--- config.mk ---
export PLATFORM = sky130hd
export DESIGN_NAME = sram_arbiter
export DESIGN_NICKNAME = d
export VERILOG_FILES = /design/src/rtl/sram_arbiter.sv
export SDC_FILE = /design/constraint.sdc
export NUM_CORES = 1
export LEC_CHECK = 0
export BUFFER_PORTS_ARGS = -buffer_cell sky130_fd_sc_hd__buf_2
export CORE_ASPECT_RATIO = 1.2
export CORE_UTILIZATION = 40
export DETAILED_ROUTE_END_ITERATION = 10
export HOLD_SLACK_MARGIN = 0.02
export MAX_ROUTING_LAYER = met4
export PLACE_DENSITY = 0.75
export SLEW_MARGIN = 30
export SYNTH_ARGS = -nofsm -noshare
export SYNTH_HDL_FRONTEND = slang
export SYNTH_SLANG_ARGS = --single-unit
export TNS_END_PERCENT = 30
--- constraint.sdc ---
create_clock -name clk -period 2.3 [get_ports clk]
set_input_delay 0.115 -clock clk [delete_from_list [all_inputs] [get_ports clk]]
set_output_delay 0.115 -clock clk [all_outputs]
set_load 0.05 [all_outputs]
--- src/rtl/sram_arbiter.sv ---
// sram_arbiter: two-requester front end for a 16-bit SRAM controller.
// Each 32-bit request is split into a low and a high halfword access; write
// halves with no strobes set are skipped. Arbitration is round-robin
// (FAIR=1) or fixed priority to m0 (FAIR=0).
//
// Ports
//   clk, rst              clock, synchronous active-high reset
//   mX_valid/addr/wdata/wstrb   requester X command (wstrb 0000 = read)
//   mX_rdata, mX_ready    requester X read data and completion pulse
//   s_valid/we/addr/wdata/ben   downstream halfword request
//   s_rdata, s_ready      downstream read data and completion
//   busy, owner           not-IDLE flag, current/last granted requester
module sram_arbiter #(
  parameter bit FAIR = 1'b1
) (
  input  logic        clk,
  input  logic        rst,
  input  logic        m0_valid,
  input  logic [31:0] m0_addr,
  input  logic [31:0] m0_wdata,
  input  logic [3:0]  m0_wstrb,
  output logic [31:0] m0_rdata,
  output logic        m0_ready,
  input  logic        m1_valid,
  input  logic [31:0] m1_addr,
  input  logic [31:0] m1_wdata,
  input  logic [3:0]  m1_wstrb,
  output logic [31:0] m1_rdata,
  output logic        m1_ready,
  output logic        s_valid,
  output logic        s_we,
  output logic [17:0] s_addr,
  output logic [15:0] s_wdata,
  output logic [1:0]  s_ben,
  input  logic [15:0] s_rdata,
  input  logic        s_ready,
  output logic        busy,
  output logic        owner
);

  typedef enum logic [1:0] {IDLE, LO, HI, DONE} state_t;

  state_t      r_state;
  logic [16:0] r_addr;
  logic [31:0] r_wdata;
  logic [3:0]  r_wstrb;
  logic [31:0] r_rdata;
  logic        r_last;
  logic        r_owner;
  logic        r_m0_ready, r_m1_ready;
  logic        r_s_valid, r_s_we;
  logic [17:0] r_s_addr;
  logic [15:0] r_s_wdata;
  logic [1:0]  r_s_ben;

  // Grant selection: contention goes to the requester not served last when
  // fair, otherwise to m0; a lone requester always wins.
  logic        w_req, w_gnt, w_rd, w_lo;
  logic [31:0] w_addr, w_wdata;
  logic [3:0]  w_wstrb;
  logic        r_rd, r_need_hi;

  assign w_req   = m0_valid | m1_valid;
  assign w_gnt   = (m0_valid && m1_valid) ? (FAIR ? ~r_last : 1'b0) : m1_valid;
  assign w_addr  = w_gnt ? m1_addr  : m0_addr;
  assign w_wdata = w_gnt ? m1_wdata : m0_wdata;
  assign w_wstrb = w_gnt ? m1_wstrb : m0_wstrb;
  assign w_rd    = (w_wstrb == 4'b0000);
  // A write with only upper strobes starts directly in HI.
  assign w_lo    = w_rd | (|w_wstrb[1:0]);

  assign r_rd      = (r_wstrb == 4'b0000);
  assign r_need_hi = r_rd | (|r_wstrb[3:2]);

  // Address bits outside [18:2] are intentionally ignored.
  logic w_unused_ok;
  assign w_unused_ok = ^{m0_addr[31:19], m0_addr[1:0], m1_addr[31:19], m1_addr[1:0]};

  always_ff @(posedge clk) begin
    if (rst) begin
      r_state    <= IDLE;
      r_addr     <= '0;
      r_wdata    <= '0;
      r_wstrb    <= '0;
      r_rdata    <= '0;
      r_last     <= 1'b1;   // m0 wins the first contention
      r_owner    <= 1'b0;
      r_m0_ready <= 1'b0;
      r_m1_ready <= 1'b0;
      r_s_valid  <= 1'b0;
      r_s_we     <= 1'b0;
      r_s_addr   <= '0;
      r_s_wdata  <= '0;
      r_s_ben    <= '0;
    end else begin
      case (r_state)
        IDLE: begin
          if (w_req) begin
            r_owner   <= w_gnt;
            r_last    <= w_gnt;
            r_addr    <= w_addr[18:2];
            r_wdata   <= w_wdata;
            r_wstrb   <= w_wstrb;
            r_s_valid <= 1'b1;
            r_s_we    <= ~w_rd;
            if (w_lo) begin
              r_state   <= LO;
              r_s_addr  <= {w_addr[18:2], 1'b0};
              r_s_wdata <= w_wdata[15:0];
              r_s_ben   <= w_rd ? 2'b11 : w_wstrb[1:0];
            end else begin
              r_state   <= HI;
              r_s_addr  <= {w_addr[18:2], 1'b1};
              r_s_wdata <= w_wdata[31:16];
              r_s_ben   <= w_wstrb[3:2];
            end
          end
        end
        LO: begin
          if (s_ready) begin
            r_rdata[15:0] <= s_rdata;
            if (r_need_hi) begin
              // s_valid stays high; only the fields move to the upper half.
              r_state   <= HI;
              r_s_addr  <= {r_addr, 1'b1};
              r_s_wdata <= r_wdata[31:16];
              r_s_ben   <= r_rd ? 2'b11 : r_wstrb[3:2];
            end else begin
              r_state    <= DONE;
              r_s_valid  <= 1'b0;
              r_s_we     <= 1'b0;
              r_m0_ready <= ~r_owner;
              r_m1_ready <= r_owner;
            end
          end
        end
        HI: begin
          if (s_ready) begin
            r_rdata[31:16] <= s_rdata;
            r_state        <= DONE;
            r_s_valid      <= 1'b0;
            r_s_we         <= 1'b0;
            r_m0_ready     <= ~r_owner;
            r_m1_ready     <= r_owner;
          end
        end
        DONE: begin
          r_m0_ready <= 1'b0;
          r_m1_ready <= 1'b0;
          r_state    <= IDLE;
        end
        default: r_state <= IDLE;
      endcase
    end
  end

  assign m0_rdata = r_rdata;
  assign m1_rdata = r_rdata;
  assign m0_ready = r_m0_ready;
  assign m1_ready = r_m1_ready;
  assign s_valid  = r_s_valid;
  assign s_we     = r_s_we;
  assign s_addr   = r_s_addr;
  assign s_wdata  = r_s_wdata;
  assign s_ben    = r_s_ben;
  assign busy     = (r_state != IDLE);
  assign owner    = r_owner;

endmodule

After elaboration in Yosys (flattened, before gate mapping)
Cells that the tools add are included.
- flip-flop bits (word level): 129
- input port bits: 157
- output and inout bits: 106
- logic and storage cells: 88
- equality and inequality tests: 8
- muxes and demuxes: 42
- bitwise logic cells: 6
- reduce and logical (&&, ||, !) cells: 17
- operators with widths (operator ; count):
    two-way mux 16 bit ; 4
    two-way mux 18 bit ; 3
    case mux 18 bit (2 select lines) ; 1
    two-way mux 32 bit ; 1
    case mux 16 bit (2 select lines) ; 1
    two-way mux 2 bit ; 10
    two-way mux 19 bit ; 1
    two-way mux 1 bit ; 14
    case mux 1 bit (3 select lines) ; 4
    != test 2 bit (second input constant) ; 5
    logical NOT 4 bit ; 2
    case mux 2 bit (4 select lines) ; 1
    AND reduction 4 bit ; 2
    AND reduction 2 bit ; 3
    nonzero test 3 bit ; 2
    AND reduction 5 bit ; 1
    == test 2 bit (second input constant) ; 2
    two-way mux 4 bit ; 1
    case mux 2 bit (2 select lines) ; 1
    nonzero test 2 bit ; 2
    OR reduction 2 bit ; 2
    inverter 1 bit ; 3
    OR 1 bit ; 3
    AND reduction 3 bit ; 1
    3 further kinds ; 3

Depth between registers and ports, before layout
Gate-level depths: netlist (run 1).
- depth after elaboration: 8
- depth in mapped cells: 9
- depth with buffers taken out: 6

Least setup slack after synthesis (run 1)
OpenSTA, ideal clock, no wires.
- path type: reg2reg
- start point: register r_state[0]
- end point: register r_s_wdata[5], in the netlist s_wdata[5]
- arrival: 1874 ps
- data required time: 2166 ps
- slack: 291 ps
- cell stages (with the launch flop): 9
- buffers on the path: 2
- period minus slack after synthesis: 2009 ps
- cell sequence: dfxtp_1 inv_1 ha_1 buf_4 or3b_4 o21ai_4 buf_4 o211a_1 or4_1
- word-level cells in the longest chain between the ends: 3
- elaborated cells between the ends (all ways): 8
- those cells by class: eq/ne (4); mux (1); reduce/logical (3)
- RTL lines (item ; line ; text):
    start, declared ; 43 ; state_t r_state;
    start signal, assigned ; 81 ; r_state <= IDLE;
    start signal, assigned ; 107 ; r_state <= LO;
    start signal, assigned ; 112 ; r_state <= HI;
    == test 2 x 1 -> 1 bit / logical NOT 2 bit (equally long branches) ; 96 ; case (r_state)
    != test 2 bit (no line) / nonzero test 2 bit (equally long branches) ; - ;
    AND reduction 4 bit (no line) ; - ;
    end signal, assigned ; 109 ; r_s_wdata <= w_wdata[15:0];
    end signal, assigned ; 114 ; r_s_wdata <= w_wdata[31:16];
    end signal, assigned ; 126 ; r_s_wdata <= r_wdata[31:16];
    end, declared ; 53 ; logic [15:0] r_s_wdata;
Parallel ways exist; a longest one is shown, timed or not.
A chain may end at the register's enable or synchronous reset.

Worst setup path after layout (run 1)
- start point: register r_state[0]
- end point: register r_s_addr[12], in the netlist s_addr[12]
- word-level cells in the longest chain between the ends: 3
- elaborated cells between the ends (all ways): 8
- those cells by class: eq/ne (4); mux (1); reduce/logical (3)
- RTL lines (item ; line ; text):
    == test 2 x 1 -> 1 bit / logical NOT 2 bit (equally long branches) ; 96 ;
    != test 2 bit (no line) / nonzero test 2 bit (equally long branches) ; - ;
    AND reduction 4 bit (no line) ; - ;
    end signal, assigned ; 108 ; r_s_addr <= {w_addr[18:2], 1'b0};
    end signal, assigned ; 113 ; r_s_addr <= {w_addr[18:2], 1'b1};
    end signal, assigned ; 125 ; r_s_addr <= {r_addr, 1'b1};
    end, declared ; 52 ; logic [17:0] r_s_addr;
Parallel ways exist; a longest one is shown, timed or not.

==> impl_metrics.json, run 1 <==
{
  "status": "completed",
  "powerDensity_nw_per_um2": 1380,
  "syn_area_um2": 6000,
  "synth-simple-area-share_pct": 22.4,
  "ys_seq_area_share_pct": 37.7,
  "cp_max_fo": 17,
  "synth_edf_count": 0,
  "grt_pass1_wl_um": 29500,
  "post-route-cell-area_um2": 7940,
  "muxShareOfSynthArea_pct": 6.90,
  "synth_top_family_by_area": "simple AND/OR/NAND/NOR gates",
  "clkTransAtPathRegs_ps": 50,
  "slew_viol_final": 0,
  "clk_latency_ps": 410,
  "cts_max_level": 4,
  "yosys-top-cells-area": "dfxtp_1 38%, a21oi_1 7.4%, nand2_1 5.2%",
  "min_to": "s_valid",
  "grt-ovfl-total": 0,
  "start_util_pct": 41.3,
  "grtUsageMet2_pct": 43.9,
  "wl_per_cell_um": 16.2,
  "gp_congestion": 0.785,
  "reg2reg_depth": 7,
  "ant_nets": 0,
  "rows": 48,
  "die_height_um": 136,
  "final_cell_mix": "231 x buf_2, 113 x dfxtp_1, 89 x a21oi_1",
  "finalNetCount": 1118,
  "whs_path_depth": 3,
  "synth_xor_area_share_pct": 0,
  "cts_root_buf": "clkbuf_16",
  "first_iter_violations": 381,
  "numCtsBuffers": 17,
  "place_ws_ps": -8.79,
  "postSynthAreaPerCell_um2": 7.87,
  "worst_pin_slew_ps": 801,
  "dr_total_vias": 6338,
  "yosysTopAreaCell": "dfxtp_1",
  "antenna_found_initial": 1,
  "use_met3_pct": 4.81,
  "final_common_cell": "buf_2",
  "finalHoldViolCount": 0,
  "cts_tree": "yes",
  "cp.arrival_ps": 2520,
  "crit_type": "register to register",
  "cts_buffer_depth": 2,
  "post_dp_cell_area_um2": 7120,
  "worstReg2RegEnd": "s_addr[12]",
  "hpwlAfterDp_um": 12400,
  "die_w_um": 114,
  "clock_skew_ps": 8.73,
  "io_pins": 263,
  "start_kind": "register",
  "setup_ws_ps": 116,
  "min_from": "rst",
  "worstPathRequired_ps": 2630,
  "reg2reg_from": "r_state[0]",
  "setup_viol": 0,
  "fp.coreArea_um2": 14500,
  "firstDrtPassIters": 5,
  "grt_setup_unrepaired": "yes",
  "r2r_slack_ps": 120,
  "drv_cap": 0,
  "p_leak_nw": 3.63,
  "synthAdderAreaFrac_pct": 1.04,
  "track_usage_pct": 25.2,
  "wirelength_um": 19000,
  "synth_cells": 762,
  "cts.sinks": 113,
  "synth_ff_type": "dfxtp_1",
  "hold_path_class": "input port to register",
  "yosysUniqueCellTypes": 50,
  "relSlewSlack_pct": 46.5,
  "drc": 0,
  "min_period_over_period_pct": 95.0,
  "first_global_vias": 5949,
  "async_reset_ff_share_pct": 0,
  "multi_input_area_um2": 3220,
  "synth_compound_area_share_pct": 22.3,
  "max_freq_mhz": 458,
  "grt_start_max_net_pins": 72,
  "yosysWarnings": 0,
  "yosysTopAreaCellShare_pct": 37.7,
  "drive_gt1_share_pct": 32.7,
  "cp-end-kind": "register",
  "area_delta_synth_final_pct": 32.4,
  "ir_worst_vdd_uv": 656,
  "gr-usage-met1_pct": 28.6,
  "die_area_um2": 15500,
  "port_buffers": 232,
  "fillers": 1398,
  "grt_busiest_layer": "met2",
  "synth_seq_cells": 113,
  "register_area_um2": 2260,
  "fin_crit_ps": 2180,
  "viasPerCell": 5.42,
  "syn-num-nets": 924
}
[repair_timing]
item	4_1_cts	5_1_grt
hold endpoints to repair	32	0
gates resized for setup	0	2
pin swaps	1	1
hold buffers	16	0
gates cloned	1	0
setup buffers	0	2
endpoints found under the setup margin	4	17
[how the worst max path moves through the flow]
stage | depth (start not counted) | from | to
after detailed placement | 7 | r_state[0] | s_ben[0]
after global placement | 7 | r_state[0] | s_ben[0]
after floorplan | 8 | r_state[0] | s_wdata[5]
after CTS | 7 | r_state[0] | s_wdata[7]
final | 7 | r_state[0] | s_addr[12]
after global routing | 8 | r_state[1] | s_addr[10]
[synthesized netlist by cell type, drive strengths merged (9+ instances only)]
cell       n
dfxtp    113
a21oi     89
nand2     83
nor2      73
buf       61
o21ai     55
clkbuf    39
nand3     34
a211oi    21
nor3      21
mux2i     20
mux2      19
nand2b    19
o2111ai   18
nor4      16
o211a     16
or4       16
inv        9
[per-layer routing]
metal / part of all wire (%) / routed length (µm)
met3: 6.1 / 1160
met1: 42 / 7980
met5: 0 / 0
met2: 50 / 9510
met4: 1.8 / 335
[flip-flops by register name (all words and copies together), names as in the netlist]
name	flops
r_addr	17
s_wdata	16
m0_ready	1
r_last	1
r_state	2
s_addr	18
owner	1
r_wdata	16
s_we	1
s_valid	1
m1_ready	1
m0_rdata	32
r_wstrb	4
s_ben	2
[through the flow]
stage / TNS, ps / power, mW / hold slack (ps) / util (%) / cells
6_report: 0 / 11.0 / 29.5 / 54.6 / 1170
2_1_floorplan: 0 / 6.83 / 251 / - / 762
5_1_grt: -30.5 / 11.6 / 36.3 / 54.6 / 1170
3_3_place_gp: 0 / 7.99 / 367 / 48.9 / 1118
4_1_cts: 0 / 10.9 / 20.1 / 54.3 / 1167
3_5_place_dp: -8.79 / 8.08 / 374 / 49.0 / 1118
[cell families (layout without fill, tap and decap cells)]
logic type | count (synthesis) | in the layout
buffers and inverters | 109 | 315
muxes | 39 | 39
other | 0 | 1
adders and majority gates | 5 | 5
AOI/OAI and AO/OA | 214 | 215
and+or+nand+nor | 282 | 282
DFF | 113 | 113
[critical path, cell delays in order, from the launching register on]
cell       delay [ps]
dfxtp_1           400
ha_2              230
and2_1            320
buf_4             310
o21a_1            310
buf_4             230
o2111ai_1         130
a21oi_1           170
[cell type report]
class,instances,share of cell area [%]
multi-input combinational,541,40.5
sequential,113,28.5
timing repair buffer,274,19.8
clock buffer,20,5.62
tap,200,3.15
clock inverter,12,2.00
inverter,9,0.425
antenna,1,0.0315
[power by group]
group	leakage [nW]	switching (mW)	internal, mW
clock	0.291	0.936	1.74
combinational	2.41	3.73	1.62
sequential	0.929	0.339	2.60
total	3.63	5.01	5.95
Power figures use the tool's default switching activity.
==> inputs of run 2 (changes only) <==
--- a/config.mk
+++ b/config.mk
@@ -6,7 +6,6 @@
 export NUM_CORES = 1
 export LEC_CHECK = 0
 export BUFFER_PORTS_ARGS = -buffer_cell sky130_fd_sc_hd__buf_2
-export CORE_ASPECT_RATIO = 1.2
 export CORE_UTILIZATION = 40
 export DETAILED_ROUTE_END_ITERATION = 10
 export HOLD_SLACK_MARGIN = 0.02
==> run 2 against run 1 <==
Global-route usage fell by 0.64 points. Setup slack worse by 31 ps. Largest cell class unchanged. Hold slack gained 26 ps. Die area about the same. Clock power is 4% lower. Sequential power about the same. Non-clock buffer count up 2. Sequential share of layout area rose by 0.25 points. Cell count fell by 1.3%. Combinational power down 2%. Critical path type unchanged.
==> impl_metrics.json, run 2 (synthesis gave the netlist of run 1 again) <==
{
  "status": "completed",
  "cts_tree": "yes",
  "grt_start_max_net_pins": 50,
  "cts_max_level": 4,
  "post_dp_cell_area_um2": 7110,
  "post-route-cell-area_um2": 7870,
  "track_usage_pct": 24.5,
  "io_pins": 263,
  "ant_nets": 0,
  "drv_cap": 0,
  "powerDensity_nw_per_um2": 1360,
  "die_height_um": 124,
  "p_total_mw": 10.7,
  "relSlewSlack_pct": 38.1,
  "numCtsBuffers": 17,
  "start_util_pct": 41.1,
  "hold_path_class": "input port to register",
  "finalCoreUtilization_pct": 54.0,
  "crit_path_cell_trace": "inv_1, ha_2, buf_6, nor2_1, o2111ai_2, a21oi_1, or4_1",
  "drive_gt1_share_pct": 32.3,
  "cp.arrival_ps": 2500,
  "diodes": 0,
  "min_period_over_period_pct": 96.3,
  "crit_slowest_cell": "or4_1",
  "cts_buffer_depth": 2,
  "cp_max_fo": 39,
  "grt_setup_unrepaired": "no",
  "crit_path_max_incr_delay_ps": 540,
  "cts.sinks": 113,
  "first_iter_violations": 401,
  "port_buffers": 232,
  "r2r_slack_ps": 80,
  "wirelength_um": 18500,
  "cts_root_buf": "clkbuf_16",
  "critical-path-top-delay-family": "simple AND/OR/NAND/NOR gates",
  "stdcell_count": 1155,
  "final_cell_mix": "231 x buf_2, 113 x dfxtp_1, 89 x a21oi_1",
  "rows": 44,
  "fp.coreArea_um2": 14600,
  "firstDrtPassIters": 5,
  "slew_viol_final": 0,
  "dp_cells": 1106,
  "area_delta_synth_final_pct": 31.2,
  "antenna_found_initial": 0,
  "viasPerCell": 5.50,
  "gp_congestion": 0.856,
  "grt_pass1_wl_um": 29600,
  "drc": 0,
  "worst_pin_slew_ps": 929,
  "die_area_um2": 15500,
  "final_common_cell": "buf_2",
  "largest_reg_flops": 32,
  "finalNetCount": 1120,
  "place_ws_ps": -13.8,
  "finalHoldViolCount": 0,
  "dr_total_vias": 6351,
  "setup_viol": 0,
  "clock_skew_ps": 9.21,
  "setup_ws_ps": 84.6,
  "post-cts-setup-buffer-count": 0,
  "clk_latency_ps": 410,
  "start_kind": "register",
  "p_leak_nw": 3.63,
  "cp_num_buf_inv": 2,
  "crit_type": "register to register",
  "fin_crit_ps": 2220,
  "grt-ovfl-total": 0,
  "hpwlAfterDp_um": 12100,
  "ir_worst_vdd_uv": 795,
  "worstPathRequired_ps": 2590,
  "die_w_um": 124,
  "max_freq_mhz": 451,
  "cp-end-kind": "register",
  "wl_per_cell_um": 16.0,
  "clkTransAtPathRegs_ps": 50,
  "first_global_vias": 6035
}
==> run 2: cell count changes in the layout (fill, tap and decap cells not counted), moves of 2 or more <==
cell / change
buf_12: -2
clkinvlp_4: -2
clkbuf_1: +4
clkbuf_8: +3
clkinv_4: -4
buf_4: +3
==> run 2: metrics by stage <==
step,setup TNS [ps],hold slack (ps)
after floorplan,0,251
after global placement,0,369
after detailed placement,-13.8,373
after CTS,0,39.8
after global routing,0,50.3
final,0,55.0
==> run 2: cell type report <==
type / instances / area (µm²)
well taps: 184 / 230
clock inverters: 5 / 75.1
fillers: 1370 / 6720
inverters: 9 / 33.8
clock buffers: 27 / 503
multi-input cells: 541 / 3200
repair buffers: 276 / 1560
flip-flops and latches: 113 / 2260
==> run 2: worst paths after layout <==
| check | startpoint | to | depth (start not counted) |
|---|---|---|---|
| worst max register to register | r_state[1] | s_wdata[9] | 7 |
| worst min-delay path | m0_wdata[25] | r_wdata[25] | 3 |
| worst max-delay path | r_state[1] | s_wdata[9] | 7 |
| worst min register to register | s_valid | s_valid | 2 |
==> run 2: metal layers <==
| layer | global-route usage, % | share of wire, % | up-vias |
|---|---|---|---|
| li1 | - | - | 3094 |
| met1 | 29.1 | 43 | 2951 |
| met2 | 39.6 | 49 | 256 |
| met3 | 4.42 | 5.5 | 50 |
| met4 | 12.5 | 3.1 | 0 |
| met5 | - | 0 | - |
==> run 2: power by group <==
group | total [mW] | switching [mW] | internal (mW)
clock network | 2.56 | 0.863 | 1.70
registers | 2.93 | 0.330 | 2.60
logic | 5.23 | 3.69 | 1.54
total | 10.7 | 4.88 | 5.84
==> run 2: worst register-to-register path: stages, from the launching register on <==
cell	delay, ps
dfxtp_1	310
inv_1	90
ha_2	230
buf_6	310
nor2_1	130
o2111ai_2	350
a21oi_1	150
or4_1	540
==> run 2: timing repair <==
item / in CTS / in global routing
gates cloned: 1 / 0
gates resized for setup: 0 / 2
hold buffers: 16 / 0
pin swaps: 1 / 1
hold endpoints to repair: 32 / 0
setup endpoints to repair: 1 / 15
==> inputs of run 3 (changes only) <==
--- a/config.mk
+++ b/config.mk
@@ -6,11 +6,13 @@
 export NUM_CORES = 1
 export LEC_CHECK = 0
 export BUFFER_PORTS_ARGS = -buffer_cell sky130_fd_sc_hd__buf_2
-export CORE_UTILIZATION = 40
+export CELL_PAD_IN_SITES_DETAIL_PLACEMENT = 0
+export CELL_PAD_IN_SITES_GLOBAL_PLACEMENT = 1
+export CORE_UTILIZATION = 34
 export DETAILED_ROUTE_END_ITERATION = 10
 export HOLD_SLACK_MARGIN = 0.02
 export MAX_ROUTING_LAYER = met4
-export PLACE_DENSITY = 0.75
+export PLACE_DENSITY = 0.88
 export SLEW_MARGIN = 30
 export SYNTH_ARGS = -nofsm -noshare
 export SYNTH_HDL_FRONTEND = slang
==> run 3 against run 2 <==
First-iteration DRC count rose by 6.7%. Setup slack improved by 22 ps. Clock power rose by 6%. Count of clock-buffer cells in the layout fell by 10. Sequential share of layout area fell by 0.24 points. Largest cell class unchanged.
==> impl_metrics.json, run 3 (synthesis gave the netlist of run 1 again) <==
{
  "status": "completed",
  "wl_per_cell_um": 16.1,
  "grt-ovfl-total": 0,
  "r2r_slack_ps": 110,
  "worstPathRequired_ps": 2580,
  "clock_skew_ps": 6.86,
  "cts_buffer_depth": 2,
  "cp_max_fo": 17,
  "post_dp_cell_area_um2": 7140,
  "relSlewSlack_pct": 40.0,
  "hold-worst-slack_ps": 55.7,
  "cp.arrival_ps": 2480,
  "port_buffers": 232,
  "clkTransAtPathRegs_ps": 60,
  "min_period_over_period_pct": 95.4,
  "drc": 0,
  "drive_gt1_share_pct": 32.7,
  "finalNetCount": 1117,
  "crit_path_cell_trace": "inv_1, ha_1, and2b_1, o21ai_4, nor4_1, or4_1",
  "reg2reg_from": "r_state[0]",
  "start_kind": "register",
  "powerDensity_nw_per_um2": 1370,
  "whs_path_depth": 3,
  "p_seq_share_pct": 26.8,
  "fin_crit_ps": 2190,
  "pwr-share-clk_pct": 24.8,
  "p_int_mw": 5.84,
  "power.net_switching_mw": 5.07,
  "grt_pass1_wl_um": 30200,
  "worstReg2RegEnd": "s_wdata[6]",
  "firstDrtPassIters": 5,
  "post-cts-setup-buffer-count": 0,
  "die_height_um": 135,
  "numCtsBuffers": 17,
  "die_w_um": 135,
  "reg2reg_depth": 6,
  "critical-path-top-delay-family": "simple AND/OR/NAND/NOR gates",
  "gp_congestion": 0.841,
  "drv_cap": 0,
  "antenna_found_initial": 0,
  "ir_worst_vdd_uv": 582,
  "hold_path_class": "input port to register",
  "grt_start_max_net_pins": 113,
  "crit_slowest_cell": "o21ai_4",
  "grt_setup_unrepaired": "no",
  "area_delta_synth_final_pct": 32.4,
  "post-route-cell-area_um2": 7940,
  "cts_root_buf": "clkbuf_16",
  "clk_latency_ps": 410,
  "finalHoldViolCount": 0,
  "cts_max_level": 4,
  "dr_total_vias": 6273,
  "max_freq_mhz": 456,
  "dp_cells": 1144,
  "p_total_mw": 10.9,
  "die_area_um2": 18200,
  "cp_num_buf_inv": 1,
  "diodes": 0,
  "cts_tree": "yes",
  "crit_end": "s_wdata[6]",
  "p_leak_nw": 3.62,
  "io_pins": 263,
  "crit_path_max_incr_delay_ps": 550,
  "largest_reg_flops": 32,
  "first_global_vias": 5755,
  "wirelength_um": 19200,
  "viasPerCell": 5.26,
  "worst-path-stages": 6,
  "final_common_cell": "buf_2",
  "slew_viol_final": 0,
  "setup_viol": 0,
  "power_frac_comb_pct": 48.4,
  "fillers": 1729,
  "start_util_pct": 34.8,
  "hpwlAfterDp_um": 12500,
  "final_cell_mix": "231 x buf_2, 113 x dfxtp_1, 89 x a21oi_1",
  "first_iter_violations": 428,
  "ant_nets": 0,
  "fp.coreArea_um2": 17200,
  "worst_pin_slew_ps": 900,
  "cts.sinks": 113,
  "stdcell_count": 1193,
  "switching_share_pct": 46.5,
  "track_usage_pct": 22.1,
  "rows": 48,
  "crit_type": "register to register",
  "fin_tns_setup_ps": 0,
  "startpoint": "r_state[0]",
  "cp-end-kind": "register"
}
## run 3: cell types whose count changed in the layout (fill, tap and decap cells not counted), moves of 3 or more
cell / before / now
clkbuf_8: 4 / 0
inv_6: 0 / 3
clkbuf_1: 6 / 0
clkinvlp_4: 0 / 4
clkinv_4: 0 / 3
buf_4: 26 / 23
## run 3: power by group through the flow
stage | combinational [mW] | clock, mW | sequential, mW
3_5_place_dp | 5.15 | 0 | 2.96
5_1_grt | 5.70 | 2.86 | 2.99
6_report | 5.28 | 2.71 | 2.92
2_1_floorplan | 2.65 | 0 | 4.19
4_1_cts | 5.25 | 2.77 | 2.92
3_3_place_gp | 5.09 | 0 | 2.94
## run 3: repair_timing
action | in CTS | in global routing
resized for setup | 0 | 2
hold buffers | 16 | 0
setup endpoints to repair | 4 | 8
hold endpoints to repair | 32 | 0
pin swaps | 1 | 1
cloned | 1 | 0
## run 3: how the worst min path moves through the flow
stage | slack [ps] | end | start
6_report | 60 | r_wdata[25] | m0_wdata[25]
5_1_grt | 50 | r_wdata[25] | m0_wdata[25]
4_1_cts | 40 | r_wdata[25] | m0_wdata[25]
3_5_place_dp | 370 | m0_rdata[29] | s_rdata[13]
3_3_place_gp | 370 | m0_rdata[11] | s_rdata[11]
2_1_floorplan | 250 | m0_rdata[16] | s_rdata[0]
## run 3: final cells by class
type                            instances  area (µm²)  share of cell area [%]
Clock inverter                         15         183                    2.30
Tap cell                              225         282                    3.55
Inverter                                9        33.8                   0.426
Timing Repair Buffer                  273        1540                    19.4
Sequential cell                       113        2260                    28.5
Clock buffer                           17         425                    5.36
Multi-Input combinational cell        541        3210                    40.5
## run 3: routing by layer
layer	wire (µm)	share of wire, %	track usage, %	up-vias
met4	237	1.2	7.87	0
met2	9030	47	34.7	260
met3	1180	6.1	4.28	17
li1	-	-	-	3083
met1	8700	45	28.3	2913
met5	0	0	-	-
## run 3: worst register-to-register path, stage by stage (launching register included)
cell and delay, ps:
dfxtp_1 390, inv_1 80, ha_1 230, and2b_1 280, o21ai_4 550, nor4_1 130, or4_1 430
## run 3: stage by stage
step	setup WS [ps]	utilization, %
floorplan	291	-
global placement	23.2	41.4
detailed placement	-56.9	41.4
CTS	71.1	45.9
global route	16.8	46.1
finish	106	46.1
